## config.mk

```make
export PLATFORM = sky130hd
export DESIGN_NAME = sipo_ones_rx
export DESIGN_NICKNAME = d
export VERILOG_FILES = /design/src/rtl/sipo_ones_rx.sv
export SDC_FILE = /design/constraint.sdc
export NUM_CORES = 1
export LEC_CHECK = 0
export ABC_AREA = 0
export CORE_MARGIN = 5
export CORE_UTILIZATION = 50
export DETAILED_ROUTE_END_ITERATION = 8
export PLACE_DENSITY = 0.79
export SETUP_SLACK_MARGIN = 0.15
export SYNTH_ARGS = -nofsm -noshare
export SYNTH_HDL_FRONTEND = slang
export SYNTH_SLANG_ARGS = --single-unit
```

## constraint.sdc

```tcl
create_clock -name clk -period 2.1 [get_ports clk]
set_input_delay 0.315 -clock clk [delete_from_list [all_inputs] [get_ports clk]]
set_output_delay 0.315 -clock clk [all_outputs]
set_load 0.01 [all_outputs]
```

## src/rtl/sipo_ones_rx.sv

```systemverilog
// Serial-in/parallel-out byte receiver that also reports the popcount of each completed byte.
// Optional even-parity bit after the data byte is enabled by defining PARITY_CHECK_EN.
module sipo_ones_rx #(
  parameter int unsigned MSB_FIRST = 1
) (
  input  logic       clk,
  input  logic       rst,
  input  logic       en,
  input  logic       clr,
  input  logic       sin,
  input  logic       sin_valid,
  output logic [7:0] data,
  output logic [3:0] ones,
  output logic       data_valid,
  output logic       busy,
  output logic       parity_err
);

  localparam int unsigned DW = 8;
  localparam int unsigned CW = 3;
  localparam int unsigned OW = 4;

  typedef enum logic [1:0] {
    IDLE  = 2'd0,
    SHIFT = 2'd1
`ifdef PARITY_CHECK_EN
    ,PAR  = 2'd2
`endif
  } state_e;

  state_e          state_q, state_d;
  logic [DW-1:0]   sreg_q, sreg_d;
  logic [CW-1:0]   cnt_q, cnt_d;
  logic [OW-1:0]   acc_q, acc_d;
  logic [DW-1:0]   data_q, data_d;
  logic [OW-1:0]   ones_q, ones_d;
  logic            dv_q, dv_d;
  logic            busy_q, busy_d;

  logic            accept_c;
  logic            last_bit_c;
  logic [DW-1:0]   sreg_shift_c;
  logic [OW-1:0]   acc_inc_c;

  assign accept_c     = en & sin_valid & ~clr;
  assign last_bit_c   = (state_q == SHIFT) && (cnt_q == CW'(DW - 1));
  assign sreg_shift_c = (MSB_FIRST != 0) ? {sreg_q[DW-2:0], sin} : {sin, sreg_q[DW-1:1]};
  assign acc_inc_c    = acc_q + OW'(sin);

  // State and datapath registers
  always_ff @(posedge clk or posedge rst) begin
    if (rst) begin
      state_q <= IDLE;
      sreg_q  <= '0;
      cnt_q   <= '0;
      acc_q   <= '0;
      data_q  <= '0;
      ones_q  <= '0;
      dv_q    <= 1'b0;
      busy_q  <= 1'b0;
    end else begin
      state_q <= state_d;
      sreg_q  <= sreg_d;
      cnt_q   <= cnt_d;
      acc_q   <= acc_d;
      data_q  <= data_d;
      ones_q  <= ones_d;
      dv_q    <= dv_d;
      busy_q  <= busy_d;
    end
  end

  // Next-state logic; clr wins over any accepted bit
  always_comb begin
    state_d = state_q;
    if (clr) begin
      state_d = IDLE;
    end else if (accept_c) begin
      case (state_q)
        IDLE:  state_d = SHIFT;
        SHIFT: begin
          if (last_bit_c) begin
`ifdef PARITY_CHECK_EN
            state_d = PAR;
`else
            state_d = IDLE;
`endif
          end
        end
`ifdef PARITY_CHECK_EN
        PAR:   state_d = IDLE;
`endif
        default: state_d = IDLE;
      endcase
    end
  end

  // Datapath and output next values
  always_comb begin
    sreg_d = sreg_q;
    cnt_d  = cnt_q;
    acc_d  = acc_q;
    data_d = data_q;
    ones_d = ones_q;
    dv_d   = 1'b0;
    busy_d = (state_d != IDLE);
    if (clr) begin
      sreg_d = '0;
      cnt_d  = '0;
      acc_d  = '0;
`ifdef PARITY_CHECK_EN
    end else if (accept_c && state_q == PAR) begin
      // Parity bit: publish the held byte, never count this bit
      data_d = sreg_q;
      ones_d = acc_q;
      dv_d   = 1'b1;
      sreg_d = '0;
      cnt_d  = '0;
      acc_d  = '0;
    end else if (accept_c && last_bit_c) begin
      sreg_d = sreg_shift_c;
      acc_d  = acc_inc_c;
      cnt_d  = '0;
`else
    end else if (accept_c && last_bit_c) begin
      data_d = sreg_shift_c;
      ones_d = acc_inc_c;
      dv_d   = 1'b1;
      sreg_d = '0;
      cnt_d  = '0;
      acc_d  = '0;
`endif
    end else if (accept_c) begin
      sreg_d = sreg_shift_c;
      cnt_d  = cnt_q + CW'(1);
      acc_d  = acc_inc_c;
    end
  end

`ifdef PARITY_CHECK_EN
  logic perr_q, perr_d;

  // Even parity over data plus parity bit, latched only at completion
  always_comb begin
    perr_d = perr_q;
    if (!clr && accept_c && state_q == PAR) begin
      perr_d = (^sreg_q) ^ sin;
    end
  end

  always_ff @(posedge clk or posedge rst) begin
    if (rst) begin
      perr_q <= 1'b0;
    end else begin
      perr_q <= perr_d;
    end
  end

  assign parity_err = perr_q;
`else
  assign parity_err = 1'b0;
`endif

  assign data       = data_q;
  assign ones       = ones_q;
  assign data_valid = dv_q;
  assign busy       = busy_q;

endmodule

```

* Yosys cells after proc, flatten, opt, wreduce, memory -nomap -nowiden
Index checks and enable logic that the tools add are counted.
** Word-level totals
- Bits in registers :: 30
- Input bits :: 6
- Output and inout bits :: 15
** Cells by class
- $add $sub $neg :: 2
- Eq/ne operators :: 2
- Mux-type cells :: 15
- Bitwise gates (word level) :: 3
- Reduce and logical (&&, ||, !) cells :: 6
** Operators with widths (count)
- 7-bit 2-to-1 mux :: 3
- 4-bit 2-to-1 mux :: 3
- 3-bit 2-to-1 mux :: 3
- 2-bit 2-to-1 mux :: 3
- 4-bit by 1-bit adder with 4-bit output :: 1
- 2-bit one-hot mux with 2 select lines :: 1
- 3-bit by 1-bit adder with 3-bit output (second input constant) :: 1
- 3-bit equality test (second input constant) :: 1
- 3-bit nonzero test :: 1
- 1-bit AND :: 2
- 2-bit by 1-bit equality test with 1-bit output (second input constant) :: 1
- 1-bit logical AND :: 2
- 2-bit logical NOT :: 1
- 1-bit 2-to-1 mux :: 2
- 2-bit AND reduction :: 1
- 2-bit nonzero test :: 1
- 1-bit inverter :: 1

* Depth between registers and ports, before layout
Gate-level depths: netlist (run 1).
- Depth in word-level cells :: 7
- Gate-level depth with buffers :: 6

* Least setup slack after synthesis (run 1)
No wires, ideal clock.
- Kind :: register -> register
- Start :: reg cnt_q[0]
- End :: reg data_q[0], in the netlist data[0]
- Arrival time :: 1485 ps
- Data required time :: 1973 ps
- Setup slack :: 487 ps
- Stages on the path, launching flop included :: 7
- Period minus slack after synthesis :: 1613 ps
- Cells stage by stage :: dfrtp_1 -> ha_1 -> ha_1 -> nand3b_4 -> nor3_4 -> buf_6 -> mux2_1
** On the way
- Word-level cells in the longest chain between the ends :: 4
** RTL lines
- start, declared :: line 33 : logic [CW-1:0] cnt_q, cnt_d;
- start signal, assigned :: line 64 : cnt_q <= cnt_d;
- 3-bit equality test :: line 46 : assign last_bit_c = (state_q == SHIFT) && (cnt_q == CW'(DW - 1));
- 1-bit logical AND :: line 46
- 1-bit logical AND :: line 125 : end else if (accept_c && last_bit_c) begin
- 2-bit AND reduction (no line)
- end signal, assigned :: line 66 : data_q <= data_d;
- end, declared :: line 35 : logic [DW-1:0] data_q, data_d;
Every way passes these cells.
A chain may end at the register's enable or synchronous reset.

* Worst setup path after layout (run 1)
- Start :: in clr
- End :: reg busy_q, in the netlist busy
** On the way
- Word-level cells in the longest chain between the ends :: 5
** RTL lines
- start, declared :: line 9 : input logic clr,
- 1-bit inverter (no line)
- 1-bit AND :: line 45 : assign accept_c = en & sin_valid & ~clr;
- 2-bit 2-to-1 mux :: line 78 : end else if (accept_c) begin
- 2-bit 2-to-1 mux (*) :: line 76 : if (clr) begin
- via state_d[1] :: line 31 : state_e state_q, state_d;
- 2-bit nonzero test (*) :: line 106 : busy_d = (state_d != IDLE);
- via busy_d :: line 38 : logic busy_q, busy_d;
- end signal, assigned :: line 69 : busy_q <= busy_d;
- end, declared :: line 38
The timed path passes the listed nets; every way through them passes the cells marked *.

==> results.rst, run 1 <==
.. list-table::
   :header-rows: 1

   * - Metric
     - Value
   * - Run status
     - finished, final reports clean
   * - Average wire length per cell after detail routing
     - 14.46 µm
   * - Beginning of the worst register-to-register path
     - cnt_q[1]$_DFFE_PP0P_
   * - Max Slew Vio Count
     - 0
   * - Vias per cell
     - 5.475
   * - Post-cts sizing count
     - 0
   * - Post-synthesis cell type count
     - 29
   * - Count of cells along the worst register-to-register path
     - 6
   * - Actual transition at the worst max-transition pin
     - 1044 ps
   * - Fraction of layout instances using a drive strength above 1
     - 0.1622
   * - Arr. time, crit path
     - 2060 ps
   * - Syn_nets
     - 97
   * - Leakage dissipation
     - 0.8041 nW
   * - Multi-input logic area
     - 466.7 µm²
   * - Layout Utilization
     - 0.6310
   * - Count of standard-cell rows
     - 18
   * - Buffer cell driving the clock tree root
     - sky130_fd_sc_hd__clkbuf_4
   * - Overall track demand over capacity in global routing
     - 0.1356
   * - Area of the core
     - 2455 µm²
   * - Largest net degree at the start of global routing
     - 31
   * - Number of global-route vias before repair
     - 794
   * - Chip height
     - 60.20 µm
   * - Critical path fanouts, max
     - 14
   * - Power density relative to cell area
     - 714.7 nW/µm²
   * - Placed cell area
     - 1468 µm²
   * - Type of the tightest min-delay check
     - primary input to async pin
   * - Width of the die
     - 60.20 µm
   * - Worst setup path end
     - busy$_DFF_PP0_
   * - Number of nets in the finished design
     - 121
   * - Setup repair after global routing missed its margin
     - no
   * - Global-route wire length before repair
     - 3567 µm
   * - Die Footprint
     - 3624 µm²
   * - Antenna diodes
     - 0
   * - IR Drop Worst-Case VDD
     - 0.5460 mV
   * - DRC marker count from the first detailed-route iteration
     - 29
   * - Post-detailed-routing wire length
     - 2039 µm
   * - Total area of sequential cells
     - 750.7 µm²
   * - Vias
     - 772
   * - R2R setup slack
     - 380 ps
   * - Clock latency on the worst-skew pair
     - 320 ps
   * - Average cell area after synthesis
     - 14.48 µm²
   * - Capture instance of the worst register-to-register path
     - data[6]$_DFFE_PP0P_
   * - Leading cell type in the layout, fill and taps excluded
     - sky130_fd_sc_hd__dfrtp_1
   * - Max-slew headroom at the worst pin
     - 0.3037
   * - Total placed cells including tap cells
     - 134
   * - Worst setup SP type
     - primary input
   * - Final-report setup violation count
     - 0
   * - Setup fix buffers added after clock tree synthesis
     - 0
   * - Antenna-violating nets left
     - 0
   * - TritonCTS clock tree
     - done
   * - Fraction of registers with async set/reset
     - 1.000
   * - DRC violations left
     - 0
   * - Final number of hold-violating endpoints
     - 0
   * - GR Overflow Total
     - 0
   * - Endpoint type of the worst setup path
     - register
   * - TritonCTS Sinks
     - 30
   * - Most frequently used flop master after synthesis
     - sky130_fd_sc_hd__dfrtp_1
   * - Final estimated routing congestion in global placement
     - 0.7351
   * - Antenna violations before repair
     - 0
   * - H-Tree Level Count
     - 2
   * - Class of the most critical setup path
     - primary input to register
   * - Post-CTS Hold Buffers
     - 0
   * - Max frequency
     - 0.5496 GHz
   * - Yosys reg bits
     - 30
   * - Sequential share of the synthesized area
     - 0.5958
   * - Number of detailed-routing iterations run before antenna repair
     - 4
   * - Syn Std Cell Area
     - 1260 µm²
   * - Final worst clock skew
     - 7.775 ps
   * - Number of filler instances in the final layout
     - 195
   * - Fin area
     - 1549 µm²
   * - Layout Cells excl Fill
     - 141
   * - Required @ worst endpoint
     - 2340 ps
   * - Ratio of final minimum period to clock period
     - 0.8665
   * - Inserted Clock Buffers
     - 5
   * - Number of primary I/O pins
     - 21
   * - P&R area growth vs syn
     - 22.94%
   * - Count of flip-flops with a built-in enable after synthesis
     - 0
   * - Synthesized instance count
     - 87
   * - Clock slew at reported path FFs
     - 90 ps
   * - Final HPWL DP
     - 1421 µm
   * - Total of buffers placed on input and output ports
     - 19
   * - Number of max-capacitance violations reported
     - 0
   * - Startpoint of the worst setup timing path
     - clr
   * - Number of buffers on the longest clock path
     - 2
   * - Commonest cells after routing, fill and taps aside
     - sky130_fd_sc_hd__dfrtp_1 (30), sky130_fd_sc_hd__clkdlybuf4s50_1 (19), sky130_fd_sc_hd__mux2_1 (9), sky130_fd_sc_hd__a22o_1 (9), sky130_fd_sc_hd__clkbuf_4 (5)
   * - Synthesis warning total
     - 0
   * - Initial standard-cell utilization of the core
     - 0.5133
   * - Tmin final
     - 1820 ps
cells in the mapped netlist (all sizes together) (2+ instances only):
master  instances  area, µm²
a21oi           3      15.01
a22o           10      88.84
and2            2      15.02
buf             4      35.03
dfrtp          30      750.7
ha              4      50.05
inv             2      7.510
mux2           13      146.4
nand2           2      7.510
nand3           2      10.01
nor2            2      7.510
cell families (layout without fill, tap and decap cells):
group | Yosys count | count (layout) | synth area share
flip-flops | 30 | 30 | 0.5958
AO/OA/AOI/OAI | 17 | 17 | 0.1082
multiplexers | 14 | 14 | 0.1241
AND/OR/NAND/NOR | 13 | 13 | 0.08145
buffers and inverters | 6 | 30 | 0.03376
adder cells (fa/ha/maj) | 4 | 4 | 0.03972
XOR/XNOR | 2 | 2 | 0.01391
other | 1 | 1 | 0.002976
metal layers:
metal | vias up | wire, µm | global-route usage
met5 | - | 0 | 0
met4 | 0 | 18 | 0.04747
met3 | 3 | 151 | 0.05400
met2 | 24 | 994 | 0.2238
met1 | 378 | 875 | 0.1591
li1 | 367 | - | -
flip-flops by register name, summed over array words and instances, names as in the netlist:
| register | count |
|---|---|
| sreg_q | 7 |
| acc_q | 4 |
| data_valid | 1 |
| state_q | 2 |
| data | 8 |
| cnt_q | 3 |
| ones | 4 |
| busy | 1 |
layout make-up:
class | count | area share
Timing Repair Buffer | 21 | 0.1325
Multi-Input combinational cell | 51 | 0.3013
Tap cell | 30 | 0.02423
Clock inverter | 1 | 0.01939
Clock buffer | 6 | 0.03312
Sequential cell | 30 | 0.4847
Inverter | 2 | 0.004847
where the power goes:
group,internal (mW),leakage (nW),switching (mW)
sequential,0.585,0.415,0.00588
clock,0.277,0.0443,0.180
combinational,0.0250,0.344,0.0343
worst min-delay path by stage:
| stage | to | slack [ps] | cells past startpoint |
|---|---|---|---|
| 2_1_floorplan | cnt_q[1]$_DFFE_PP0P_ | 380 | 1 |
| 5_1_grt | data[2]$_DFFE_PP0P_ | 390 | 3 |
| 4_1_cts | data[2]$_DFFE_PP0P_ | 360 | 3 |
| 6_report | data_valid$_DFF_PP0_ | 350 | 3 |
| 3_5_place_dp | ones[3]$_DFFE_PP0P_ | 480 | 1 |
| 3_3_place_gp | data[7]$_DFFE_PP0P_ | 470 | 1 |
stage by stage:
step / worst slack, ps / hold slack [ps] / total power [mW] / TNS (ps)
after global placement: 52.72 / 466.1 / 0.6606 / 0
final: 280.4 / 352.3 / 1.107 / 0
after detailed placement: -13.16 / 476.0 / 0.6629 / -13.16
after CTS: 290.2 / 363.4 / 1.118 / 0
after global routing: 181.9 / 391.8 / 1.162 / 0
after floorplan: 487.1 / 378.1 / 0.6378 / 0
worst max-delay path, cell delays in order:
cell and delay (ps):
sky130_fd_sc_hd__clkdlybuf4s50_1 530, sky130_fd_sc_hd__a21oi_1 850, sky130_fd_sc_hd__and2_1 250, sky130_fd_sc_hd__o21bai_1 110
No activity file was read; power rests on OpenSTA's default activity.
==> run 2, diff against run 1 <==
--- a/config.mk
+++ b/config.mk
@@ -9,6 +9,7 @@
 export CORE_MARGIN = 5
 export CORE_UTILIZATION = 50
 export DETAILED_ROUTE_END_ITERATION = 8
+export GPL_TIMING_DRIVEN = 0
 export PLACE_DENSITY = 0.79
 export SETUP_SLACK_MARGIN = 0.15
 export SYNTH_ARGS = -nofsm -noshare
==> results.rst, run 2 (synthesized netlist as in run 1, its figures left out) <==
.. list-table::
   :header-rows: 1

   * - Metric
     - Value
   * - Total of buffers placed on input and output ports
     - 19
   * - Antenna violations before repair
     - 0
   * - Leakage dissipation
     - 0.8166 nW
   * - Required @ worst endpoint
     - 2310 ps
   * - Max Slew Vio Count
     - 0
   * - Final HPWL DP
     - 1502 µm
   * - Global-route wire length before repair
     - 3588 µm
   * - Total placed cells including tap cells
     - 136
   * - Arr. time, crit path
     - 2000 ps
   * - Post-cts sizing count
     - 0
   * - Number of global-route vias before repair
     - 777
   * - Largest net degree at the start of global routing
     - 31
   * - Final estimated routing congestion in global placement
     - 0.7667
   * - Relative contribution of the clock network to total power
     - 0.404
   * - Endpoint type of the worst setup path
     - register
   * - Multi-input logic area
     - 466.7 µm²
   * - Chip height
     - 60.20 µm
   * - DRC marker count from the first detailed-route iteration
     - 23
   * - Vias per cell
     - 5.472
   * - Number of primary I/O pins
     - 21
   * - Switching power
     - 237.0 µW
   * - Max-slew headroom at the worst pin
     - 0.2674
   * - TritonCTS clock tree
     - done
   * - Ratio of final minimum period to clock period
     - 0.8510
   * - Number of buffers on the longest clock path
     - 2
   * - Run status
     - finished, final reports clean
   * - Max frequency
     - 0.5596 GHz
   * - Number of flip-flops under the largest register name
     - 8
   * - Final worst clock skew
     - 5.017 ps
   * - Net switching fraction of the power
     - 0.2163
   * - IR Drop Worst-Case VDD
     - 0.5227 mV
   * - Initial standard-cell utilization of the core
     - 0.5133
   * - H-Tree Level Count
     - 2
   * - Clock latency on the worst-skew pair
     - 330 ps
   * - Fraction of power consumed by sequential logic
     - 0.539
   * - Width of the die
     - 60.20 µm
   * - Commonest cells after routing, fill and taps aside
     - sky130_fd_sc_hd__dfrtp_1 (30), sky130_fd_sc_hd__clkdlybuf4s50_1 (19), sky130_fd_sc_hd__mux2_1 (9), sky130_fd_sc_hd__a22o_1 (9), sky130_fd_sc_hd__clkbuf_4 (5)
   * - Die Footprint
     - 3624 µm²
   * - Count of standard-cell rows
     - 18
   * - P&R area growth vs syn
     - 24.23%
   * - Tmin final
     - 1787 ps
   * - Post-detailed-routing wire length
     - 2080 µm
   * - Leading cell type in the layout, fill and taps excluded
     - sky130_fd_sc_hd__dfrtp_1
   * - Setup fix buffers added after clock tree synthesis
     - 0
   * - Critical path fanouts, max
     - 10
   * - Area of the core
     - 2455 µm²
   * - Overall track demand over capacity in global routing
     - 0.1378
   * - Total area of sequential cells
     - 750.7 µm²
   * - Antenna-violating nets left
     - 0
   * - Fraction of layout instances using a drive strength above 1
     - 0.1842
   * - Placed cell area
     - 1488 µm²
   * - Layout Cells excl Fill
     - 144
   * - Vias
     - 788
   * - Inserted Clock Buffers
     - 5
   * - Fin area
     - 1565 µm²
   * - Buffer cell driving the clock tree root
     - sky130_fd_sc_hd__clkbuf_4
   * - DRC violations left
     - 0
   * - GR Overflow Total
     - 0
   * - Number of nets in the finished design
     - 123
   * - Number of detailed-routing iterations run before antenna repair
     - 4
   * - Number of filler instances in the final layout
     - 193
   * - Final-report setup violation count
     - 0
   * - Worst setup SP type
     - register
   * - Type of the tightest min-delay check
     - register to register
   * - Layout Utilization
     - 0.6376
   * - Power density relative to cell area
     - 699.9 nW/µm²
   * - Number of max-capacitance violations reported
     - 0
   * - Internal power
     - 858.6 µW
   * - Actual transition at the worst max-transition pin
     - 1098 ps
   * - Share of power burned in combinational logic
     - 0.057
   * - Final number of hold-violating endpoints
     - 0
   * - Antenna diodes
     - 0
   * - Fin Setup TNS
     - 0 ps
   * - TritonCTS Sinks
     - 30
   * - Setup repair after global routing missed its margin
     - no
   * - Post-CTS Hold Buffers
     - 0
   * - Average wire length per cell after detail routing
     - 14.44 µm
   * - Clock slew at reported path FFs
     - 90 ps
   * - Class of the most critical setup path
     - register to register
-- run 2: through the flow --
stage / hold slack [ps] / worst slack [ps] / total power, mW
6_report: 489.8 / 312.9 / 1.096
5_1_grt: 515.1 / 180.0 / 1.145
4_1_cts: 495.2 / 296.1 / 1.110
3_5_place_dp: 473.7 / 204.0 / 0.6657
3_3_place_gp: 465.4 / 255.7 / 0.6630
2_1_floorplan: 378.1 / 487.1 / 0.6378
-- run 2: cell type report --
cell class / count / area share
inverters: 2 / 0.004796
clock buffers: 5 / 0.02398
repair buffers: 19 / 0.1215
multi-input cells: 51 / 0.2982
flip-flops and latches: 30 / 0.4796
well taps: 30 / 0.02398
plain buffers: 4 / 0.02238
clock inverters: 3 / 0.02558
-- run 2: power by group through the flow --
stage                     Clock, mW  Sequential [mW]  Combinational (mW)
final                         0.443            0.591              0.0620
after global routing          0.483            0.592              0.0696
after CTS                     0.456            0.591              0.0632
after detailed placement          0            0.602              0.0632
after global placement            0            0.602              0.0611
after floorplan                   0            0.602              0.0353
-- run 2: worst paths after layout --
check / startpoint / to / slack (ps) / cells after the start
max in group asynchronous: rst / ones[2]$_DFFE_PP0P_ / 880 / 2
min: data[2]$_DFFE_PP0P_ / data[2]$_DFFE_PP0P_ / 490 / 1
max: cnt_q[0]$_DFFE_PP0P_ / data[1]$_DFFE_PP0P_ / 310 / 6
min reg2reg: data[2]$_DFFE_PP0P_ / data[2]$_DFFE_PP0P_ / 490 / 1
max reg2reg: cnt_q[0]$_DFFE_PP0P_ / data[1]$_DFFE_PP0P_ / 310 / 6
min in group asynchronous: rst / data[4]$_DFFE_PP0P_ / 550 / 2
-- run 2: routing by layer --
layer  global-route usage  wire length [µm]  vias to the layer above
met1               0.1770               925                      392
li1                     -                 -                      368
met3              0.04752               131                        7
met4              0.07595                56                        0
met2               0.2022               966                       21
met5                    0                 0                        -
-- run 2: critical path, cell delays in order, from the launching register on --
cell,delay (ps)
sky130_fd_sc_hd__dfrtp_1,370
sky130_fd_sc_hd__ha_1,150
sky130_fd_sc_hd__ha_1,230
sky130_fd_sc_hd__nand3b_4,130
sky130_fd_sc_hd__nor3_4,270
sky130_fd_sc_hd__buf_6,190
sky130_fd_sc_hd__mux2_1,330
